$ cat config.mk
export PLATFORM = sky130hd
export DESIGN_NAME = ycrcb_zigzag_scan
export DESIGN_NICKNAME = d
export VERILOG_FILES = /design/src/rtl/ycrcb_scan_pkg.sv /design/src/rtl/zigzag_lut.sv /design/src/rtl/ycrcb_zigzag_scan.sv
export SDC_FILE = /design/constraint.sdc
export NUM_CORES = 1
export LEC_CHECK = 0
export CAP_MARGIN = 40
export CORE_UTILIZATION = 45
export CTS_CLUSTER_DIAMETER = 80
export DETAILED_ROUTE_END_ITERATION = 12
export GPL_TIMING_DRIVEN = 1
export PLACE_DENSITY = 0.72
export SYNTH_ARGS = -nofsm -noshare
export SYNTH_HDL_FRONTEND = slang
export SYNTH_SLANG_ARGS = --single-unit
$ cat constraint.sdc
create_clock -name clk -period 30.2 [get_ports clk]
set_clock_uncertainty 0.05 [all_clocks]
set_input_delay 9.06 -clock clk [delete_from_list [all_inputs] [get_ports clk]]
set_output_delay 9.06 -clock clk [all_outputs]
set_load 0.02 [all_outputs]
$ cat src/rtl/ycrcb_scan_pkg.sv
// Shared types and constants for the 8x8 YCrCb block scanner.
// The scan table is also reused by the decoder's inverse scan.
package ycrcb_scan_pkg;

  typedef enum logic {
    IDLE   = 1'b0,
    STREAM = 1'b1
  } state_e;

  localparam int BLK_N  = 8;
  localparam int BLK_SZ = 64;

  // Entry k is the raster position {row[2:0], col[2:0]} of zigzag beat k.
  localparam logic [5:0] ZZ_LUT [BLK_SZ] = '{
    6'd0,  6'd1,  6'd8,  6'd16, 6'd9,  6'd2,  6'd3,  6'd10,
    6'd17, 6'd24, 6'd32, 6'd25, 6'd18, 6'd11, 6'd4,  6'd5,
    6'd12, 6'd19, 6'd26, 6'd33, 6'd40, 6'd48, 6'd41, 6'd34,
    6'd27, 6'd20, 6'd13, 6'd6,  6'd7,  6'd14, 6'd21, 6'd28,
    6'd35, 6'd42, 6'd49, 6'd56, 6'd57, 6'd50, 6'd43, 6'd36,
    6'd29, 6'd22, 6'd15, 6'd23, 6'd30, 6'd37, 6'd44, 6'd51,
    6'd58, 6'd59, 6'd52, 6'd45, 6'd38, 6'd31, 6'd39, 6'd46,
    6'd53, 6'd60, 6'd61, 6'd54, 6'd47, 6'd55, 6'd62, 6'd63
  };

endpackage

$ cat src/rtl/zigzag_lut.sv
// Combinational scan index -> (row, col) mapping; JPEG zigzag when ZIGZAG=1,
// row-major raster otherwise.
module zigzag_lut
  import ycrcb_scan_pkg::*;
#(
  parameter int ZIGZAG = 1
) (
  input  logic [5:0] idx,
  output logic [2:0] row,
  output logic [2:0] col
);

  generate
    if (ZIGZAG != 0) begin : g_zigzag
      assign {row, col} = ZZ_LUT[idx];
    end else begin : g_raster
      assign {row, col} = idx;
    end
  endgenerate

endmodule

$ cat src/rtl/ycrcb_zigzag_scan.sv
// Snapshots an 8x8 block on full_i, acknowledges with finish_o and streams
// the 64 samples in scan order. Optional LEVEL_SHIFT_EN makes samples signed.
module ycrcb_zigzag_scan
  import ycrcb_scan_pkg::*;
#(
  parameter int DATA_W = 8,
  parameter int ZIGZAG = 1
) (
  input  logic                                       clk,
  input  logic                                       rst,
  input  logic                                       full_i,
  input  logic [BLK_N-1:0][BLK_N-1:0][DATA_W-1:0]    blk_i,
  output logic                                       finish_o,
  output logic                                       out_valid,
  input  logic                                       out_ready,
  output logic [DATA_W-1:0]                          out_data,
  output logic [5:0]                                 out_idx,
  output logic                                       out_last,
  output logic                                       busy,
  output state_e                                     dbg_state
);

  // Handshake: a beat transfers on any rising edge where out_valid and
  // out_ready are both high; while out_valid=1 and out_ready=0 the beat
  // (data, idx, last) is held unchanged and out_valid never drops mid-block.

  state_e                                   state_q, state_n;
  logic [5:0]                               idx_q, idx_n;
  logic                                     pending_q, pending_n;
  logic                                     finish_q, finish_n;
  logic                                     capture;
  logic                                     hs, last_hs;
  logic [BLK_N-1:0][BLK_N-1:0][DATA_W-1:0]  local_q;
  logic [2:0]                               row, col;
  logic [DATA_W-1:0]                        sample;
  logic [DATA_W-1:0]                        shaped;

  assign out_valid = (state_q == STREAM);
  assign hs        = out_valid & out_ready;
  assign last_hs   = hs & (idx_q == 6'(BLK_SZ - 1));

  always_comb begin
    state_n   = state_q;
    idx_n     = idx_q;
    pending_n = pending_q;
    finish_n  = 1'b0;
    capture   = 1'b0;
    case (state_q)
      IDLE: begin
        if (full_i) begin
          capture  = 1'b1;
          finish_n = 1'b1;
          idx_n    = 6'd0;
          state_n  = STREAM;
        end
      end
      STREAM: begin
        if (last_hs) begin
          idx_n = 6'd0;
          // A full_i landing on the final beat counts as already pending.
          if (pending_q || full_i) begin
            capture   = 1'b1;
            finish_n  = 1'b1;
            pending_n = 1'b0;
          end else begin
            state_n = IDLE;
          end
        end else begin
          if (hs) idx_n = idx_q + 6'd1;
          if (full_i) pending_n = 1'b1;
        end
      end
      default: state_n = IDLE;
    endcase
  end

  always_ff @(posedge clk or posedge rst) begin
    if (rst) begin
      state_q   <= IDLE;
      idx_q     <= 6'd0;
      pending_q <= 1'b0;
      finish_q  <= 1'b0;
    end else begin
      state_q   <= state_n;
      idx_q     <= idx_n;
      pending_q <= pending_n;
      finish_q  <= finish_n;
    end
  end

  always_ff @(posedge clk or posedge rst) begin
    if (rst) begin
      local_q <= '0;
    end else if (capture) begin
      local_q <= blk_i;
    end
  end

  zigzag_lut #(.ZIGZAG(ZIGZAG)) u_lut (
    .idx (idx_q),
    .row (row),
    .col (col)
  );

  assign sample = local_q[row][col];

`ifdef LEVEL_SHIFT_EN
  assign shaped = {~sample[DATA_W-1], sample[DATA_W-2:0]};
`else
  assign shaped = sample;
`endif

  // Outputs read as zero whenever no beat is on offer.
  assign out_data  = out_valid ? shaped : '0;
  assign out_idx   = idx_q;
  assign out_last  = out_valid & (idx_q == 6'(BLK_SZ - 1));
  assign finish_o  = finish_q;
  assign busy      = (state_q != IDLE) | pending_q;
  assign dbg_state = state_q;

endmodule

== Word level (Yosys, flattened, before mapping) ==
Memory sizes are Yosys's and may differ from the RTL's.
Cells that the tools add are included.

* $add $sub $neg: 1
* Magnitude comparators: 3
* Equality and inequality tests: 4
* Multiplexer cells: 20
* Bitwise operators: 6
* Reductions and logical operators: 4

{| class="wikitable"
|+ Operator list
! cell !! number
|-
| $bmux 64 s3 || 1
|-
| $mux 64 || 1
|-
| $mux 6 || 5
|-
| $bmux 8 s3 || 1
|-
| $mux 8 || 2
|-
| $pmux 6 s2 || 1
|-
| $lt 3x4->1 const B || 2
|-
| $ge 7x7->1 const B || 1
|-
| $mux 1 || 7
|-
| $not 6->7 || 1
|-
| $add 6x1->6 const B || 1
|-
| $eq 6x6->1 const B || 1
|-
| $pmux 1 s2 || 2
|-
| $and 1x1->1 || 3
|-
| $ne 3x1->1 const B || 1
|-
| $reduce_and 3->1 || 1
|-
| $ne 2x1->1 const B || 1
|-
| $ne 2x2->1 const B || 1
|-
| $reduce_and 2->1 || 1
|-
| $reduce_bool 2->1 || 1
|-
| $logic_or 1x1->1 || 1
|-
| $not 1->1 || 1
|-
| $or 1x1->1 || 1
|}

* Register bits: 521
* Bits in read-only memories: 384
* Bits of input ports: 516
* Memories: 1

{| class="wikitable"
|+ Memory list
! memory !! words !! width !! read ports !! clocked after memory_dff !! wr ports !! RTL line !! RTL
|-
| (no name shown) || 64 || 6 || 1 || 0 || 0 || zigzag_lut.sv:15 || <nowiki>assign {row, col} = ZZ_LUT[idx];</nowiki>
|}

== Depth between registers and ports, before layout ==
* Depth after elaboration: 9
* Gate-level depth with buffers: 16

== By module ==
From an unflattened synthesis, not the netlist that was laid out.

* Cell total of the unflattened synthesis: 1,543
* Area total of the unflattened synthesis: 24,691.2 um^2

{| class="wikitable"
|+ Modules (own cells, without submodules)
! module !! instances !! cells each !! area an instance (um^2)
|-
| ycrcb_zigzag_scan || 1 || 1,447 || 23,969.2
|-
| zigzag_lut || 1 || 96 || 721.9
|}

== Worst setup path before layout ==
No wires, ideal clock.

* Path kind: register to output
* Start point: reg idx_q[2], in the netlist out_idx[2]
* End point: out out_data[0]
* Arrival time: 3,080 ps
* Setup slack: 18,010 ps
* Stages on the path, launching flop included: 16
* Path buffers: 5
* Path through: dfrtp_1 > buf_6 > buf_6 > inv_2 > ha_1 > nor2_1 > a211oi_1 > nor4b_2 > or2_1 > buf_6 > buf_6 > buf_4 > mux2i_1 > o221ai_1 > nand3b_1 > a32o_1

* Longest elaborated chain between the ends: 9

{| class="wikitable"
|+ RTL lines
! element !! RTL line !! RTL
|-
| start, declared || ycrcb_zigzag_scan.sv:28 || <nowiki>logic [5:0] idx_q, idx_n;</nowiki>
|-
| start signal, assigned || ycrcb_zigzag_scan.sv:85 || <nowiki>idx_q <= idx_n;</nowiki>
|-
| $not 6->7 (implied by the code) (*) || zigzag_lut.sv:15 ||
|-
| $mem_v2 64x6 (*) || -- ||
|-
| $mux 6 (implied by the code) (*) (2 in a row) || zigzag_lut.sv:15 ||
|-
| $bmux 64 s3 || ycrcb_zigzag_scan.sv:105 || <nowiki>assign sample = local_q[row][col];</nowiki>
|-
| $mux 64 (implied by the code) || ycrcb_zigzag_scan.sv:105 ||
|-
| $bmux 8 s3 (*) || ycrcb_zigzag_scan.sv:105 ||
|-
| $mux 8 (implied by the code) (*) || ycrcb_zigzag_scan.sv:105 ||
|-
| $mux 8 (*) || ycrcb_zigzag_scan.sv:114 || <nowiki>assign out_data = out_valid ? shaped : '0;</nowiki>
|-
| end, declared || ycrcb_zigzag_scan.sv:16 || <nowiki>output logic [DATA_W-1:0] out_data,</nowiki>
|}

Every way passes the cells marked *; elsewhere a longest branch is shown, timed or not. The select of a mux whose other input is x is not followed.

== Worst setup path after layout ==
* Start point: reg idx_q[0], in the netlist out_idx[0]
* End point: out out_data[6]

The elaborated chain is that of the path after synthesis.

==> summary.md <==
| Metric | Value |
|---|---|
| Synth async-reset ratio | 100.0% |
| Slew Viols, Final | 0 |
| Slew @ Worst Pin | 1.031 ns |
| Family with the most delay on the worst path | buffers and inverters |
| Drt wl/cell | 23.85 um |
| Outcome | finished, final reports clean |
| RSZ-0062 raised after global routing | false |
| R2r setup slk | 25.29 ns |
| Die area | 0.05685 mm^2 |
| Largest net degree at the start of global routing | 184 |
| Worst r2r dst | local_q[477] |
| CTS clk-pin slew, worst paths | 0.06 ns |
| Startpoint Class | flop |
| Final GP Congestion | 0.9266 |
| Core Region | 0.05520 mm^2 |
| Synth warn | 0 |
| Post-route DRC | 0 |
| Clock Power Share | 26.1% |
| Most frequent cell after synthesis | dfrtp_1 |
| Worst Hold End | local_q[317] |
| Seq/Total Area, Yosys | 51.83% |
| WHS Path Cells | 1 |
| CP max stage delay | 0.72 ns |
| Post-synth top area cell | dfrtp_1 |
| Starting DRC count in detailed routing | 1271 |
| DIE WIDTH | 238.4 um |
| Via count of the routed design | 18743 |
| Worst hold margin | 0.4550 ns |
| Synth Flop Type | dfrtp_1 |
| Sw power | 1.019 mW |
| Placed Cells | 3259 |
| H-Tree Level Count | 2 |
| Vias per cell | 5.553 |
| Cell Area, Synth | 0.02516 mm^2 |
| I/O Pins | 535 |
| Register bit total from synthesis | 521 |
| Pre-antenna DRT Iters | 5 |
| DP HPWL | 59180 um |
| WP buf/inv | 6 |
| Slowest-stage cell, CP | dfrtp_1 |
| Most used cell along the critical path | buf_4 |
| Multi-input gate area | 0.01119 mm^2 |
| Post-CTS Repair Setup Buffers | 0 |
| Latest clock arrival within the worst-skew pair | 0.60 ns |
| Maximum buffer depth of the clock tree | 3 |
| Lkg Pwr | 14.23 nW |
| Routed Antenna Nets | 0 |
| Final min period | 15.47 ns |
| VDD IR-drop max | 0.05101 mV |
| Synthesis-to-finish area growth | 31.07% |
| CTS Buf Count | 56 |
| Final Non-Filler Cells | 3375 |
| WP data arrival | 6.36 ns |
| Post-CTS sizing | 0 |
| Clock root buffer master | clkbuf_16 |
| Rel. slew slack | 31.25% |
| Initial Utilization | 45.57% |
| CTS sink count | 521 |
| Reg-to-reg startpoint | out_idx[0] |
| Post-synth EDFFs | 0 |
| CTS tree | yes |
| Filler Cells Inserted | 4553 |
| Post-synth cell types | 61 |
| Worst hold path startpoint | local_q[317] |
| # setup viols final | 0 |
| Global route overflow | 0 |
| Max cap viols | 0 |
| Worst min-delay path class | flop to flop |
| Area share of the largest cell type after synthesis | 51.83% |
| Initial antenna violation count | 31 |
| Final hold violation count | 0 |
| Cell Pwr Density | 80.57 mW/mm^2 |
| F_max | 64.63 MHz |
| Layout cells sized above 1 | 25.11% |
| Gate Count Post-Synth | 2092 |
| DRT Wirelength | 80510 um |
| Switching share of power | 38.38% |
| Power share of the combinational group | 42.0% |
| Syn nets | 2625 |
| Worst Reg-to-Reg Cells | 12 |
| Final setup TNS | 0 ns |
| Final worst path period share | 51.24% |
| Vias in the first global route | 19730 |
| First-pass GRT wire length | 120000 um |
| Avg Inst Size Synth | 12.02 um^2 |
| Worst-path maximum fanout | 52 |
| Worst setup EP type | output port |
| Area contributors post-synth | dfrtp_1 (52%), mux2_2 (23%), nand2_1 (5.2%) |
| Internal | 1.637 mW |
| Worst setup path start | out_idx[0] |
| Row count | 86 |
| Commonest cells post-synth | dfrtp_1 (521), mux2_2 (513), nand2_1 (346) |
| Crit path required time | 21.09 ns |
| Reg power frac | 31.9% |
| Final nets | 3102 |
| Crit path cell chain | inv_1 > ha_1 > and2b_1 > o31ai_1 > o22ai_4 > buf_4 > buf_4 > buf_16 > nor2_2 > buf_4 > a32o_1 > nor3_1 > o31a_1 > a32o_1 > clkdlybuf4s50_1 |
| Die height | 238.4 um |
| FF/Latch Area | 0.01304 mm^2 |
| Hold_buf cts | 0 |
| Crit Path Category | flop to output port |
| PortBufs | 534 |
| All-Layer GR Usage | 28.19% |
[sequential cells by signal, indices dropped and copies added (netlist names)]
| register | flops |
|---|---|
| local_q | 512 |
| pending_q | 1 |
| out_idx | 6 |
| finish_o | 1 |
| dbg_state | 1 |
[worst reg2reg max path: stages, from the launching register on]
cell	delay (ns)
dfrtp_1	0.72
ha_1	0.38
nand3_1	0.13
nor2_1	0.23
nand2_1	0.15
a21oi_4	0.44
buf_12	0.25
buf_4	0.41
buf_16	0.31
buf_4	0.53
buf_4	0.43
buf_16	0.35
mux2_2	0.41
[routing by layer]
layer | GRT usage [%] | wire length [um] | up-vias
met3 | 8.491 | 6946 | 144
met4 | 11.83 | 2744 | 16
met2 | 45.79 | 39010 | 704
met5 | 0 | 100 | -
li1 | - | - | 8475
met1 | 34.90 | 31700 | 9404
[layout by cell type, fill, tap and decap left out, types with 15 or more instances in the layout]
cell type	instances
a21oi_1	49
a221oi_1	15
a31oi_1	24
and3_1	25
buf_4	21
clkbuf_16	57
clkdlybuf4s50_1	534
dfrtp_1	521
diode_2	22
ha_1	17
mux2_2	513
mux2i_1	126
nand2_1	346
nand3_1	110
o21ai_0	22
o22ai_1	16
[logic make-up (layout without fill, tap and decap cells)]
family                   Yosys count  after routing  share of synthesized area (%)
other                              0             22                              0
AND/OR/NAND/NOR                  536            536                          9.271
multiplexers                     640            640                          28.07
flip-flops                       521            521                          51.83
AO/OA/AOI/OAI                    217            217                          6.028
buffers and inverters            161            674                          3.959
adder cells (fa/ha/maj)           17             17                         0.8455
[through the flow]
stage	power (mW)	util, %	area (um^2)	worst slack, ns
CTS	2.664	59.63	32920	14.75
floorplan	1.567	-	25160	6.535
global placement	1.933	55.67	30730	15.21
global route	2.781	59.73	32970	14.43
finish	2.656	59.73	32970	14.73
detailed placement	1.964	56.30	31080	15.42
[layout make-up]
class,count,share of cell area [%]
Inverter,10,0.1366
Multi-Input combinational cell,1410,33.93
Clock buffer,79,4.971
Antenna cell,22,0.1670
Sequential cell,521,39.54
Tap cell,748,2.838
Timing Repair Buffer,570,17.81
Clock inverter,15,0.6110
[power by group through the flow]
| stage | clock, mW | combinational (mW) | sequential [mW] |
|---|---|---|---|
| floorplan | 0 | 0.725 | 0.842 |
| global placement | 0 | 1.08 | 0.854 |
| detailed placement | 0 | 1.11 | 0.859 |
| CTS | 0.707 | 1.11 | 0.847 |
| global route | 0.737 | 1.19 | 0.859 |
| finish | 0.693 | 1.12 | 0.847 |
[worst max-delay path by stage]
stage,end,slack [ns],depth (start not counted)
2_1_floorplan,dbg_state,6.53,1
3_3_place_gp,out_data[6],15.21,13
3_5_place_dp,out_data[6],15.42,15
4_1_cts,out_data[6],14.75,15
5_1_grt,out_data[5],14.43,15
6_report,out_data[6],14.73,15
(Power assumes the default switching activity.)
